===== src/rtl/dot_matrix_scan_capture_if.sv =====
// Scan bus and rebuilt-frame outputs between the dot-matrix scanner side and the capture monitor.
// The master drives the row/column bus; the slave publishes frames and status.
interface dot_matrix_scan_capture_if;
    logic [7:0]  ROW_in;
    logic [7:0]  R_COL_in;
    logic [7:0]  G_COL_in;
    logic [63:0] frame_R;
    logic [63:0] frame_G;
    logic        frame_valid;
    logic [7:0]  frame_cnt;
    logic        row_err;
    logic        scan_stall;

    modport master (
        output ROW_in, R_COL_in, G_COL_in,
        input  frame_R, frame_G, frame_valid, frame_cnt, row_err, scan_stall
    );

    modport slave (
        input  ROW_in, R_COL_in, G_COL_in,
        output frame_R, frame_G, frame_valid, frame_cnt, row_err, scan_stall
    );
endinterface


===== src/rtl/dot_matrix_scan_capture.sv =====
// Rebuilds 8x8 red/green frames from the multiplexed ROW/R_COL/G_COL scan bus and publishes
// each complete in-order frame with a one-cycle strobe.
//  state   | meaning
//  IDLE    | waiting for a row-0 capture to start a frame
//  COLLECT | rows 0..exp_row-1 captured in order, waiting for exp_row
//  PUBLISH | all eight rows present, copy shadow to frame outputs
module dot_matrix_scan_capture #(
    parameter int SETTLE_CYCLES = 2,
    parameter int TIMEOUT       = 1024
) (
    input logic                     clk_in,
    input logic                     rst,
    dot_matrix_scan_capture_if.slave bus
);
    localparam int SW = $clog2(SETTLE_CYCLES + 1);
    localparam int TW = $clog2(TIMEOUT + 1);
    localparam logic [SW-1:0] SETTLE_V  = SW'(SETTLE_CYCLES);
    localparam logic [SW-1:0] SETTLE_M1 = SW'(SETTLE_CYCLES - 1);
    localparam logic [TW-1:0] TIMEOUT_V  = TW'(TIMEOUT);
    localparam logic [TW-1:0] TIMEOUT_M1 = TW'(TIMEOUT - 1);

    typedef enum logic [1:0] {IDLE, COLLECT, PUBLISH} state_t;

    state_t      state;
    logic [7:0]  row_m, row_s, row_q;
    logic [7:0]  r_m, r_s, g_m, g_s;
    logic [SW-1:0] stable_cnt;
    logic [TW-1:0] idle_cnt;
    logic [63:0] shadow_r, shadow_g;
    logic [63:0] frame_r, frame_g;
    logic [7:0]  seen;
    logic [3:0]  exp_row;
    logic [7:0]  frame_cnt;
    logic        frame_valid, row_err;

    logic        row_diff, cap_fire, row_blank, row_legal;
    logic [2:0]  row_idx;
    logic [7:0]  row_bit;

    assign row_diff  = (row_s != row_q);
    // A one-cycle settle window captures on the very cycle the new row appears.
    assign cap_fire  = row_diff ? (SETTLE_CYCLES == 1) : (stable_cnt == SETTLE_M1);
    assign row_blank = (row_s == 8'hFF);
    assign row_legal = $onehot(~row_s);
    assign row_bit   = 8'h01 << row_idx;

    always_comb begin
        row_idx = 3'd0;
        for (int i = 0; i < 8; i++)
            if (!row_s[i]) row_idx = 3'(i);
    end

    always_ff @(posedge clk_in or posedge rst) begin
        if (rst) begin
            row_m <= 8'hFF; row_s <= 8'hFF; row_q <= 8'hFF;
            r_m <= '0; r_s <= '0; g_m <= '0; g_s <= '0;
        end else begin
            row_m <= bus.ROW_in;   row_s <= row_m; row_q <= row_s;
            r_m   <= bus.R_COL_in; r_s   <= r_m;
            g_m   <= bus.G_COL_in; g_s   <= g_m;
        end
    end

    always_ff @(posedge clk_in or posedge rst) begin
        if (rst) begin
            state       <= IDLE;
            stable_cnt  <= '0;
            idle_cnt    <= '0;
            shadow_r    <= '0;
            shadow_g    <= '0;
            frame_r     <= '0;
            frame_g     <= '0;
            seen        <= '0;
            exp_row     <= '0;
            frame_cnt   <= '0;
            frame_valid <= 1'b0;
            row_err     <= 1'b0;
        end else begin
            frame_valid <= 1'b0;
            row_err     <= 1'b0;

            if (row_diff)                   stable_cnt <= SW'(1);
            else if (stable_cnt != SETTLE_V) stable_cnt <= stable_cnt + SW'(1);

            if (cap_fire)                   idle_cnt <= '0;
            else if (idle_cnt != TIMEOUT_V) idle_cnt <= idle_cnt + TW'(1);

            if (state == PUBLISH) begin
                // An illegal code landing on the publish cycle suppresses the frame.
                if (cap_fire && !row_blank && !row_legal) begin
                    row_err <= 1'b1;
                end else begin
                    frame_r     <= shadow_r;
                    frame_g     <= shadow_g;
                    frame_valid <= 1'b1;
                    frame_cnt   <= frame_cnt + 8'd1;
                end
                seen  <= '0;
                state <= IDLE;
            end else if (cap_fire) begin
                if (!row_blank) begin
                    if (!row_legal) begin
                        row_err <= 1'b1;
                        seen    <= '0;
                        state   <= IDLE;
                    end else if (state == IDLE) begin
                        if (row_idx == 3'd0) begin
                            shadow_r[7:0] <= r_s;
                            shadow_g[7:0] <= g_s;
                            seen          <= 8'h01;
                            exp_row       <= 4'd1;
                            state         <= COLLECT;
                        end
                    end else if ({1'b0, row_idx} == exp_row) begin
                        shadow_r[{row_idx, 3'b000} +: 8] <= r_s;
                        shadow_g[{row_idx, 3'b000} +: 8] <= g_s;
                        seen    <= seen | row_bit;
                        exp_row <= exp_row + 4'd1;
                        if (row_idx == 3'd7 && (seen | row_bit) == 8'hFF) state <= PUBLISH;
                    end else if ({1'b0, row_idx} + 4'd1 == exp_row) begin
                        shadow_r[{row_idx, 3'b000} +: 8] <= r_s;
                        shadow_g[{row_idx, 3'b000} +: 8] <= g_s;
                    end else begin
                        row_err <= 1'b1;
                        seen    <= '0;
                        state   <= IDLE;
                    end
                end
            end else if (idle_cnt == TIMEOUT_M1) begin
                seen  <= '0;
                state <= IDLE;
            end
        end
    end

    assign bus.frame_R     = frame_r;
    assign bus.frame_G     = frame_g;
    assign bus.frame_valid = frame_valid;
    assign bus.frame_cnt   = frame_cnt;
    assign bus.row_err     = row_err;
    assign bus.scan_stall  = (idle_cnt == TIMEOUT_V);
endmodule

===== src/flat_wrapper.sv =====
// flat-port wrapper written by rule: the top's interface ports become plain ports
module dot_matrix_scan_capture_flat 
#(
    parameter int SETTLE_CYCLES = 2,
    parameter int TIMEOUT       = 1024
)
  (clk_in, rst, bus_ROW_in, bus_R_COL_in, bus_G_COL_in, bus_frame_R, bus_frame_G, bus_frame_valid, bus_frame_cnt, bus_row_err, bus_scan_stall);
  dot_matrix_scan_capture_if bus_i ();
  input logic clk_in;
  input logic rst;
  input wire logic [$bits(bus_i.ROW_in)-1:0] bus_ROW_in;
  input wire logic [$bits(bus_i.R_COL_in)-1:0] bus_R_COL_in;
  input wire logic [$bits(bus_i.G_COL_in)-1:0] bus_G_COL_in;
  output wire logic [$bits(bus_i.frame_R)-1:0] bus_frame_R;
  output wire logic [$bits(bus_i.frame_G)-1:0] bus_frame_G;
  output wire logic [$bits(bus_i.frame_valid)-1:0] bus_frame_valid;
  output wire logic [$bits(bus_i.frame_cnt)-1:0] bus_frame_cnt;
  output wire logic [$bits(bus_i.row_err)-1:0] bus_row_err;
  output wire logic [$bits(bus_i.scan_stall)-1:0] bus_scan_stall;
  assign bus_i.ROW_in = bus_ROW_in;
  assign bus_i.R_COL_in = bus_R_COL_in;
  assign bus_i.G_COL_in = bus_G_COL_in;
  assign bus_frame_R = bus_i.frame_R;
  assign bus_frame_G = bus_i.frame_G;
  assign bus_frame_valid = bus_i.frame_valid;
  assign bus_frame_cnt = bus_i.frame_cnt;
  assign bus_row_err = bus_i.row_err;
  assign bus_scan_stall = bus_i.scan_stall;
  dot_matrix_scan_capture #(.SETTLE_CYCLES(SETTLE_CYCLES), .TIMEOUT(TIMEOUT)) u_core (.clk_in(clk_in), .rst(rst), .bus(bus_i));
endmodule

===== config.mk =====
export PLATFORM = sky130hd
export DESIGN_NAME = dot_matrix_scan_capture_flat
export DESIGN_NICKNAME = d
export VERILOG_FILES = /design/src/rtl/dot_matrix_scan_capture_if.sv /design/src/rtl/dot_matrix_scan_capture.sv /design/src/flat_wrapper.sv
export SDC_FILE = /design/constraint.sdc
export NUM_CORES = 1
export LEC_CHECK = 0
export CAP_MARGIN = 10
export CORE_MARGIN = 3
export CORE_UTILIZATION = 57
export CTS_CLUSTER_SIZE = 10
export DETAILED_ROUTE_END_ITERATION = 8
export PLACE_DENSITY = 0.81
export SETUP_SLACK_MARGIN = 0.5
export SLEW_MARGIN = 20
export SYNTH_ARGS = -nofsm -noshare
export SYNTH_HDL_FRONTEND = slang
export SYNTH_SLANG_ARGS = --single-unit

===== constraint.sdc =====
create_clock -name clk_in -period 19.65 [get_ports clk_in]
set_clock_uncertainty 0.05 [all_clocks]
set_input_delay 1.965 -clock clk_in [delete_from_list [all_inputs] [get_ports clk_in]]
set_output_delay 1.965 -clock clk_in [all_outputs]
set_load 0.02 [all_outputs]

Word level (Yosys, flattened, before mapping) --
Cells that the tools add are included.
Operators by class: multiplexer cells 54, equal/unequal tests 18, shift operators 4, bitwise operators 6, reductions and logical operators 19, add/sub/neg operators 13
Operators with widths (count):
- $mux W64 | 4
- $bwmux W64 | 2
- $shiftx A8 B8 Y64 | 2
- $mux W8 | 13
- $shift A8 B8 Y64 const A | 1
- $mux W2 | 14
- $mux W11 | 2
- $reduce_and A6 Y1 | 3
- $eq A8 B8 Y1 const B | 2
- $add A4 B4 Y4 | 3
- $mux W1 | 12
- $mux W3 | 4
- $mux W4 | 3
- $ne A6 B6 Y1 const B | 2
- $add A11 B1 Y11 const B | 1
- $eq A11 B10 Y1 const B | 1
- $eq A11 B11 Y1 const B | 1
- $ne A11 B11 Y1 const B | 1
- $add A1 B1 Y2 | 4
- $add A8 B1 Y8 const B | 1
- $ne A8 B8 Y1 | 1
- $neg A6 Y8 | 1
- $not A8 Y8 | 1
- $or A8 B8 Y8 | 1
- 23 further kinds | 34
Word-level totals: word-level logic and storage cells 135, flip-flop bits (word level) 349

Depth between registers and ports, before layout --
Gate-level depths: netlist of run 1.
word-level depth 18, gate-level depth with buffers 17

Least setup slack after synthesis of run 1 --
No wires, ideal clock.
path kind register to register, from reg u_core.row_s[0], to reg u_core.shadow_g[40], setup slack 15.138 ns, arrival 4.337 ns, buffers on the path 3, stages on the path, launching flop included 16, cells stage by stage dfstp_2 inv_1 ha_1 fa_1 fa_1 ha_1 inv_1 fa_1 and4b_1 clkbuf_1 and2_1 nand4b_1 or4b_1 buf_2 buf_6 mux2_4
Between the ends: longest elaborated chain between the ends 6
RTL lines:
- start, declared | line dot_matrix_scan_capture.sv:25 | logic [7:0] row_m, row_s, row_q;
- start signal, assigned | line dot_matrix_scan_capture.sv:58 | row_m <= bus.ROW_in; row_s <= row_m; row_q <= row_s;
- $not A8 Y8 | line dot_matrix_scan_capture.sv:44 | assign row_legal = $onehot(~row_s);
- $add A1 B1 Y2 (implied by the code) | line dot_matrix_scan_capture.sv:44
- $add A4 B4 Y4 (implied by the code) (2 in series) | line dot_matrix_scan_capture.sv:44
- $eq A4 B1 Y1 | line dot_matrix_scan_capture.sv:44
- $reduce_and A6 Y1 (no line) *
- end signal, assigned by index | line dot_matrix_scan_capture.sv:116 | shadow_g[{row_idx, 3'b000} +: 8] <= g_s;
- end signal, assigned by index | line dot_matrix_scan_capture.sv:122 | shadow_g[{row_idx, 3'b000} +: 8] <= g_s;
- end, declared | line dot_matrix_scan_capture.sv:29 | logic [63:0] shadow_r, shadow_g;
Mark *: on every way between the ends. The rest lies on a longest branch, timed or not. A chain may end at the register's enable or synchronous reset.

==> results.cfg, run 1 <==
[setup_path]
cp.arrival_ns = 5.76
endpoint_kind = asynchronous set/reset pin
slowest_delay_ns = 0.89
crit_fanout = 126
cp-start-kind = primary input
crit_top_cell = buf_4
cp_slowest_cell = buf_4
reg2reg_depth = 11
critPathKind = primary input to asynchronous set/reset pin
path_cells = clkdlybuf4s50_1, inv_8, buf_4, buf_4, buf_4
crit_required_ns = 20.10

[floorplanning]
io_pins = 165
die_area_um2 = 26100
dieHeight_um = 162
num_rows = 56
die_w_um = 162
core-area_um2 = 23600
initial_core_util_pct = 58.4

[drt]
drc_errors = 0
drt_iter0_drc = 429
antenna_left = 0
vias = 7928
post_drt_wl_per_cell_um = 19.8
firstDrtPassIters = 4
totalWireLength_um = 28400
viasPerCell = 5.52

[placed_design]
portBuffers = 164
place_congestion = 0.839
preCtsSetupSlack_ns = 13.61
dp_hpwl_um = 18200

[cells_and_area]
drive_above_1_share_pct = 29.6
nNetsFinal = 1163
fillerInstances = 1569
syn2layout_area_growth_pct = 22.0
antennaDiodeCount = 0

[global_routing]
antenna_found_initial = 0
grt.total_usage_pct = 22.2
grt-ovfl-total = 0
grt_pass1_wl_um = 45500
grt_pass1_vias = 8348
grt_start_max_net_pins = 127

[clocking]
clock_path_buffers = 3
cts-root-buf = clkbuf_16
post_cts_resized = 0
htree_levels = 2
clk_pin_slew_ns = 0.05
cts_tree = done
hold_buffers = 0
cts_setup_buffers = 0
cts_inserted_buffers = 40
insertion_delay_ns = 0.52
clock_sinks = 348

[synthesis]
synth.distinct_cells = 59
ys.flop_type = dfrtp_1
synth-seq-cells = 348
netlist_area_um2 = 13800
synthArstFlopShare_pct = 100
yosysSeqAreaShare_pct = 63.4
synth.avg_cell_area_um2 = 14.8
syn_inst = 931
synth_nets = 985
synth_edf_count = 0
ys_warn_count = 0

[timing]
slew_violations = 0
period_minus_slack_ns = 5.31
fin_tns_setup_ns = 0
tightest_slew_ns = 1.13
finalSetupViolations = 0
worst_slack_ns = 14.34
rsz0062_at_grt = no
hold_violations = 0
period_share_pct = 27.0
maxSlewHeadroom_pct = 24.4
fmax_ghz = 0.188

[worst_hold_path]
holdPathStages = 0
hp-class = flop to flop

[pwr]
power.leakage_nw = 8.25
power.density_nw_per_um2 = 85.8
peakVddDrop_uv = 62.1

[status]
outcome = finished, final reports clean

[job]
maxCapViolCount = 0
-- kinds of logic (layout without fill, tap and decap cells) --
logic type / count (synthesis) / after routing / share of synthesized area (%)
flip-flops: 348 / 348 / 63.4
adder cells (fa/ha/maj): 28 / 28 / 2.76
AO/OA/AOI/OAI: 50 / 50 / 2.71
buffers and inverters: 79 / 266 / 2.45
XOR/XNOR: 28 / 28 / 1.78
AND/OR/NAND/NOR: 138 / 138 / 5.19
multiplexers: 260 / 260 / 21.7
-- cells in the final DEF (no fill, tap or decap), types with 2 or more instances in the layout --
| master | instances |
|---|---|
| dfstp_2 | 24 |
| o2111a_1 | 2 |
| nor3_1 | 2 |
| nor3_4 | 3 |
| fa_1 | 4 |
| and4_1 | 2 |
| inv_1 | 43 |
| nor2_2 | 2 |
| o22a_1 | 6 |
| a41oi_1 | 2 |
| a221o_1 | 2 |
| nand3_1 | 12 |
| dfrtp_1 | 324 |
| and2_1 | 5 |
| xnor2_1 | 10 |
| xor2_1 | 18 |
| clkbuf_1 | 10 |
| a211oi_1 | 2 |
| o221ai_1 | 2 |
| a21oi_1 | 15 |
| ha_1 | 24 |
| clkbuf_16 | 40 |
| and3_1 | 6 |
| o21ai_0 | 6 |
| a22oi_1 | 2 |
| mux2i_1 | 17 |
| clkdlybuf4s50_1 | 164 |
| or4b_1 | 2 |
| nand2b_1 | 2 |
| buf_4 | 5 |
| or2_2 | 2 |
| mux2_4 | 23 |
| nor2b_1 | 5 |
| mux2_2 | 220 |
| nand4_1 | 11 |
| nor2_1 | 28 |
| or4_1 | 3 |
| nor3b_1 | 2 |
| nand2_1 | 41 |
| nor4_1 | 3 |
-- through the flow --
| stage | util, % | hold WS (ns) | std cells | power, mW | cell area [um^2] |
|---|---|---|---|---|---|
| floorplan | - | 0.281 | 931 | 0.804 | 13800 |
| global placement | 66.6 | 0.282 | 1385 | 0.825 | 15700 |
| detailed placement | 66.6 | 0.285 | 1385 | 0.828 | 15700 |
| CTS | 71.2 | 0.296 | 1436 | 1.46 | 16800 |
| global route | 71.2 | 0.298 | 1437 | 1.50 | 16800 |
| finish | 71.2 | 0.292 | 1437 | 1.44 | 16800 |
-- cell usage after synthesis, types with 5 or more instances --
| cell type | n | area share (%) |
|---|---|---|
| and2_1 | 5 | 0.23 |
| and3_1 | 6 | 0.27 |
| buf_2 | 9 | 0.33 |
| mux2_4 | 23 | 2.5 |
| inv_1 | 44 | 1.2 |
| a21oi_1 | 15 | 0.54 |
| ha_1 | 24 | 2.2 |
| dfstp_2 | 24 | 4.6 |
| mux2i_1 | 17 | 1.2 |
| mux2_2 | 220 | 18 |
| nor2_1 | 28 | 0.76 |
| nand4_1 | 11 | 0.50 |
| nor2b_1 | 5 | 0.23 |
| nand3_1 | 12 | 0.44 |
| o22a_1 | 6 | 0.38 |
| dfrtp_1 | 324 | 59 |
| o21ai_0 | 6 | 0.22 |
| xor2_1 | 18 | 1.1 |
| clkbuf_1 | 19 | 0.52 |
| nand2_1 | 41 | 1.1 |
| xnor2_1 | 10 | 0.64 |
-- flip-flops by register name (all words and copies together) (netlist names), 4 cells and up --
register,cells
u_core.idle_cnt,11
u_core.bus.frame_cnt,8
u_core.r_m,8
u_core.shadow_g,64
u_core.row_q,8
u_core.exp_row,4
u_core.seen,7
u_core.r_s,8
u_core.row_m,8
u_core.g_s,8
u_core.g_m,8
u_core.row_s,8
u_core.bus.frame_G,64
u_core.shadow_r,64
u_core.bus.frame_R,64
-- critical path: cells and delay by family --
family / cells / cell delay, ns
buffers and inverters: 5 / 3.56
-- layer usage --
layer / GRT usage [%] / vias to the layer above / share of wire (%)
met5: 0 / - / 0
met4: 6.41 / 0 / 2.3
met3: 4.64 / 50 / 5.9
met2: 36.1 / 218 / 49
met1: 30.6 / 4093 / 43
li1: - / 3567 / -
-- final cells by class --
class | instances | area, um^2 | share of cell area, %
sequential | 348 | 8740 | 52.0
timing repair buffer | 170 | 1690 | 10.0
multi-input combinational | 504 | 4750 | 28.2
tap | 319 | 399 | 2.37
clock buffer | 50 | 1040 | 6.17
inverter | 45 | 176 | 1.05
clock inverter | 1 | 30.0 | 0.179
-- power breakdown --
part           switching [mW]  total [mW]  internal, mW
clock                   0.262       0.629         0.367
combinational          0.0392      0.0635        0.0243
sequential             0.0177       0.751         0.734
-- worst paths after layout --
path                                 start                      end  slack (ns)
setup / recovery                       rst       u_core.shadow_g[9]       14.34
hold / removal               u_core.r_m[6]            u_core.r_s[6]        0.29
setup reg to reg           u_core.row_s[3]   u_core.bus.frame_G[24]       14.36
hold reg to reg              u_core.r_m[6]            u_core.r_s[6]        0.29
max in group clk_in        u_core.row_s[3]   u_core.bus.frame_G[24]       14.36
min in group asynchronous              rst  u_core.bus.frame_cnt[7]        1.94
Power figures use the tool's default switching activity.
==> inputs of run 2 (changes only) <==
--- a/config.mk
+++ b/config.mk
@@ -7,10 +7,10 @@
 export LEC_CHECK = 0
 export CAP_MARGIN = 10
 export CORE_MARGIN = 3
-export CORE_UTILIZATION = 57
+export CORE_UTILIZATION = 50
 export CTS_CLUSTER_SIZE = 10
 export DETAILED_ROUTE_END_ITERATION = 8
-export PLACE_DENSITY = 0.81
+export PLACE_DENSITY = 0.76
 export SETUP_SLACK_MARGIN = 0.5
 export SLEW_MARGIN = 20
 export SYNTH_ARGS = -nofsm -noshare
==> constraint.sdc (replaced) <==
create_clock -name clk_in -period 4.6 [get_ports clk_in]
set_clock_uncertainty 0.05 [all_clocks]
set_input_delay 0.46 -clock clk_in [delete_from_list [all_inputs] [get_ports clk_in]]
set_output_delay 0.46 -clock clk_in [all_outputs]
set_load 0.02 [all_outputs]
==> run 2 against run 1 <==
- utilization is 7.0 points lower
- setup slack worse by 14 ns
- global-route usage is 2.0 points lower
- sequential share of layout area is 1.6 points lower
- flip-flop and latch count stayed put
- routed wire length is 3.8% higher
- count of clock-buffer cells in the layout is 2 higher
- first-iteration DRC count is 5.6% lower
- sequential power grew to 4.3 times the previous value
- highest routed layer unchanged
==> results.cfg, run 2 (synthesis results as in run 1) <==
[clocking]
clock_sinks = 348
insertion_delay_ns = 0.52
cts-root-buf = clkbuf_16
hold_buffers = 0
clk_pin_slew_ns = 0.05
cts_tree = done
htree_levels = 2
cts_inserted_buffers = 41
clock_path_buffers = 3

[floorplanning]
initial_core_util_pct = 51.0
io_pins = 165
dieHeight_um = 172
die_w_um = 172
core-area_um2 = 27000
num_rows = 60
die_area_um2 = 29600

[drt]
viasPerCell = 5.33
firstDrtPassIters = 4
drc_errors = 0
drt_iter0_drc = 405
post_drt_wl_per_cell_um = 19.7
totalWireLength_um = 29500
antenna_left = 0
vias = 7984

[setup_path]
crit_fanout = 16
critPathKind = flop to flop
endpoint_kind = flop
cp-start-kind = flop
cp.arrival_ns = 4.50
crit_required_ns = 4.94

[pwr]
intPower_mw = 4.91
clkPwrFrac_pct = 44.2
swShare_pct = 21.8
seq_power_share_pct = 51.1
p_total_mw = 6.28
power.leakage_nw = 8.51
p_comb_share_pct = 4.8
peakVddDrop_uv = 281
power.density_nw_per_um2 = 362
power.switching_mw = 1.37

[timing]
hold_violations = 0
period_share_pct = 90.4
maxSlewHeadroom_pct = 26.3
period_minus_slack_ns = 4.16
slew_violations = 0
fmax_ghz = 0.240
finalSetupViolations = 0
worst_slack_ns = 0.439
tightest_slew_ns = 1.10
rsz0062_at_grt = yes

[cells_and_area]
syn2layout_area_growth_pct = 26.0
nNetsFinal = 1199
final_common_cell = dfrtp_1
fillerInstances = 1953
finish.utilization_pct = 64.3
antennaDiodeCount = 0
multi_input_area_um2 = 4820
seqCellArea_um2 = 8740
drive_above_1_share_pct = 33.5
final_cell_mix = dfrtp_1, mux2_2, clkdlybuf4s50_1

[placed_design]
place_congestion = 0.783
preCtsSetupSlack_ns = 0.351
portBuffers = 164
dp_hpwl_um = 19100

[job]
maxCapViolCount = 0

[global_routing]
grt.total_usage_pct = 20.1
grt_pass1_vias = 8412
antenna_found_initial = 0
grt_pass1_wl_um = 46800
grt_start_max_net_pins = 111
grt-ovfl-total = 0

[worst_hold_path]
hp-class = flop to flop

[status]
outcome = finished, final reports clean
==> run 2: changes by cell type in the layout (fill, tap and decap cells not counted), moves of 3 or more <==
cell and change:
a21oi_1 -3, and2_1 -3, buf_6 +6, buf_4 +20
ha_1 -3, buf_12 +7
==> run 2: metal layers <==
layer | share of wire (%) | wire length (um) | track usage, %
met5 | 0 | 0 | 0
met1 | 44 | 13100 | 27.1
met4 | 1.7 | 490 | 4.62
met3 | 6.4 | 1900 | 5.72
met2 | 48 | 14000 | 32.9
==> run 2: layout make-up <==
class | instances | share of cell area, %
clock buffers | 52 | 6.32
multi-input cells | 504 | 27.7
repair buffers | 205 | 12.0
flip-flops and latches | 348 | 50.3
well taps | 341 | 2.46
clock inverters | 3 | 0.151
inverters | 45 | 0.994
==> run 2: final timing paths <==
kind / slack [ns] / to / cells past startpoint / start
setup / recovery: 0.44 / u_core.shadow_r[15] / 14 / u_core.row_s[5]
hold / removal: 0.29 / u_core.g_s[7] / 0 / u_core.g_m[7]
setup reg to reg: 0.44 / u_core.shadow_r[15] / 14 / u_core.row_s[5]
hold reg to reg: 0.29 / u_core.g_s[7] / 0 / u_core.g_m[7]
max in group asynchronous: 3.02 / u_core.shadow_g[18] / 3 / rst
min in group asynchronous: 0.44 / u_core.bus.frame_cnt[7] / 2 / rst
==> run 2: stage by stage <==
stage                     instance area (um^2)  std cells  hold slack (ns)  TNS, ns
after floorplan                          13900        931            0.281  -177.82
after global placement                   16000       1428            0.282        0
after detailed placement                 16000       1428            0.286        0
after CTS                                17300       1494            0.278        0
after global routing                     17400       1498            0.282        0
final                                    17400       1498            0.292        0
==> run 2: power groups by stage <==
stage / clock network [mW] / logic (mW) / registers (mW)
after floorplan: 0 / 0.210 / 3.24
after global placement: 0 / 0.278 / 3.26
after detailed placement: 0 / 0.288 / 3.26
after CTS: 2.85 / 0.295 / 3.21
after global routing: 2.99 / 0.348 / 3.21
final: 2.78 / 0.300 / 3.21
==> run 2: critical path, stage by stage (launching register included) <==
cell	delay, ns
dfstp_2	0.55
inv_2	0.05
ha_4	0.15
fa_1	0.49
fa_1	0.50
ha_1	0.14
inv_1	0.05
fa_1	0.46
and4b_1	0.20
and2_4	0.18
nand4b_1	0.13
buf_4	0.17
or4_1	0.41
buf_6	0.20
mux2_4	0.31
==> run 2: timing repair <==
item                                    in CTS  in global routing
buffers inserted                            10                  3
pin swaps                                    0                  2
endpoints found under the setup margin      95                136
gates cloned                                 1                  1
resized for setup                           13                 25
==> inputs of run 3 (changes only) <==
--- a/config.mk
+++ b/config.mk
@@ -7,10 +7,11 @@
 export LEC_CHECK = 0
 export CAP_MARGIN = 10
 export CORE_MARGIN = 3
-export CORE_UTILIZATION = 50
+export CORE_UTILIZATION = 52
+export CTS_BUF_LIST = sky130_fd_sc_hd__clkbuf_8
 export CTS_CLUSTER_SIZE = 10
 export DETAILED_ROUTE_END_ITERATION = 8
-export PLACE_DENSITY = 0.76
+export PLACE_DENSITY = 0.79
 export SETUP_SLACK_MARGIN = 0.5
 export SLEW_MARGIN = 20
 export SYNTH_ARGS = -nofsm -noshare
==> run 3 against run 2 <==
- first-iteration DRC count is 26% higher
- die area fell by 3.7%
- fmax down 1.0%
- largest power group unchanged
==> results.cfg, run 3 (synthesis results as in run 1) <==
[status]
outcome = finished, final reports clean

[timing]
rsz0062_at_grt = yes
worst_slack_ns = 0.397
maxSlewHeadroom_pct = 40.7
hold_violations = 0
hold_ws_ns = 0.233
period_share_pct = 91.4
tightest_slew_ns = 0.888
finalSetupViolations = 0
fmax_ghz = 0.238
period_minus_slack_ns = 4.20
slew_violations = 0

[setup_path]
cp.arrival_ns = 4.61
path_cells = inv_2, ha_4, fa_1, fa_1, ha_2, inv_2, fa_1, and4b_1, and2_4, nand4b_1, or4b_4, buf_12, mux2_4
crit_top_cell = fa_1
critPathKind = flop to flop
cp_slowest_cell = or4b_4
slowest_delay_ns = 0.58
crit_fanout = 8
endpoint_kind = flop
cp-start-kind = flop
crit_required_ns = 5.01

[drt]
drt_iter0_drc = 509
post_drt_wl_per_cell_um = 20.0
drc_errors = 0
firstDrtPassIters = 5
vias = 8163
antenna_left = 0
viasPerCell = 5.35
totalWireLength_um = 30500

[cells_and_area]
final_cell_mix = dfrtp_1, mux2_2, clkdlybuf4s50_1
fillerInstances = 1757
multi_input_area_um2 = 4880
final-instance-count-excl-fill = 1526
syn2layout_area_growth_pct = 26.8
antennaDiodeCount = 0
final_common_cell = dfrtp_1
drive_above_1_share_pct = 35.0
seqCellArea_um2 = 8740
nNetsFinal = 1210

[floorplanning]
initial_core_util_pct = 53.8
die_w_um = 169
die_area_um2 = 28500
io_pins = 165
core-area_um2 = 25600
dieHeight_um = 169
num_rows = 58

[global_routing]
grt_pass1_wl_um = 48200
grt_start_max_net_pins = 115
grt-ovfl-total = 0
antenna_found_initial = 0
grt.total_usage_pct = 21.2
grt_pass1_vias = 8720

[clocking]
hold_buffers = 0
insertion_delay_ns = 0.60
clock_path_buffers = 3
cts_inserted_buffers = 54
htree_levels = 2
clock_sinks = 348
cts-root-buf = clkbuf_8
clk_pin_slew_ns = 0.06
cts_tree = done

[placed_design]
preCtsSetupSlack_ns = 0.334
placedCellCount = 1415
dp_hpwl_um = 19100
portBuffers = 164
place_congestion = 0.798

[pwr]
power.leakage_nw = 8.63
power.density_nw_per_um2 = 349
p_total_mw = 6.11
peakVddDrop_uv = 259

[job]
maxCapViolCount = 0

[worst_hold_path]
hp-class = primary input to flop
## run 3: timing repair
action	CTS	global route
gates resized for setup	23	43
setup buffers	10	2
pin swaps	6	4
gates cloned	1	2
endpoints found under the setup margin	121	224
## run 3: critical path, delay by kind of cell, from the launching register on
family	cells	cell delay (ns)
multiplexers	1	0.29
buffers and inverters	3	0.27
flip-flops	1	0.54
AND/OR/NAND/NOR	4	1.10
adder cells (fa/ha/maj)	5	1.82
## run 3: metal layers
metal | up-vias | global-route usage [%] | wire length (um)
met4 | 0 | 5.91 | 636
met3 | 53 | 6.47 | 2130
met2 | 191 | 33.6 | 14400
met5 | - | 0 | 0
met1 | 4216 | 28.8 | 13300
li1 | 3703 | - | -
## run 3: worst paths after layout
| check | slack, ns | cells after the start | to | startpoint |
|---|---|---|---|---|
| worst max-delay path | 0.40 | 13 | u_core.shadow_r[45] | u_core.row_s[3] |
| worst min-delay path | 0.23 | 1 | u_core.row_m[3] | bus_ROW_in[3] |
| worst max register to register | 0.40 | 13 | u_core.shadow_r[45] | u_core.row_s[3] |
| worst min register to register | 0.29 | 0 | u_core.row_s[7] | u_core.row_m[7] |
| max in group asynchronous | 3.07 | 3 | u_core.bus.frame_G[16] | rst |
| min in group asynchronous | 0.35 | 2 | u_core.state[0] | rst |
## run 3: through the flow
| stage | utilization (%) | TNS (ns) | cell area, um^2 |
|---|---|---|---|
| after floorplan | - | -177.82 | 13900 |
| after global placement | 62.3 | 0 | 16000 |
| after detailed placement | 62.3 | 0 | 16000 |
| after CTS | 67.3 | 0 | 17200 |
| after global routing | 68.2 | 0 | 17500 |
| final | 68.2 | 0 | 17500 |
## run 3: layout make-up
| class | instances | area share [%] |
|---|---|---|
| clock buffers | 69 | 5.43 |
| clock inverters | 27 | 0.873 |
| inverters | 45 | 0.988 |
| multi-input cells | 504 | 27.9 |
| flip-flops and latches | 348 | 50.0 |
| well taps | 330 | 2.36 |
| repair buffers | 203 | 12.4 |
## run 3: power by group
group | switching [mW] | internal [mW]
clock | 1.20 | 1.40
combinational | 0.181 | 0.123
sequential | 0.0737 | 3.13
total | 1.45 | 4.66
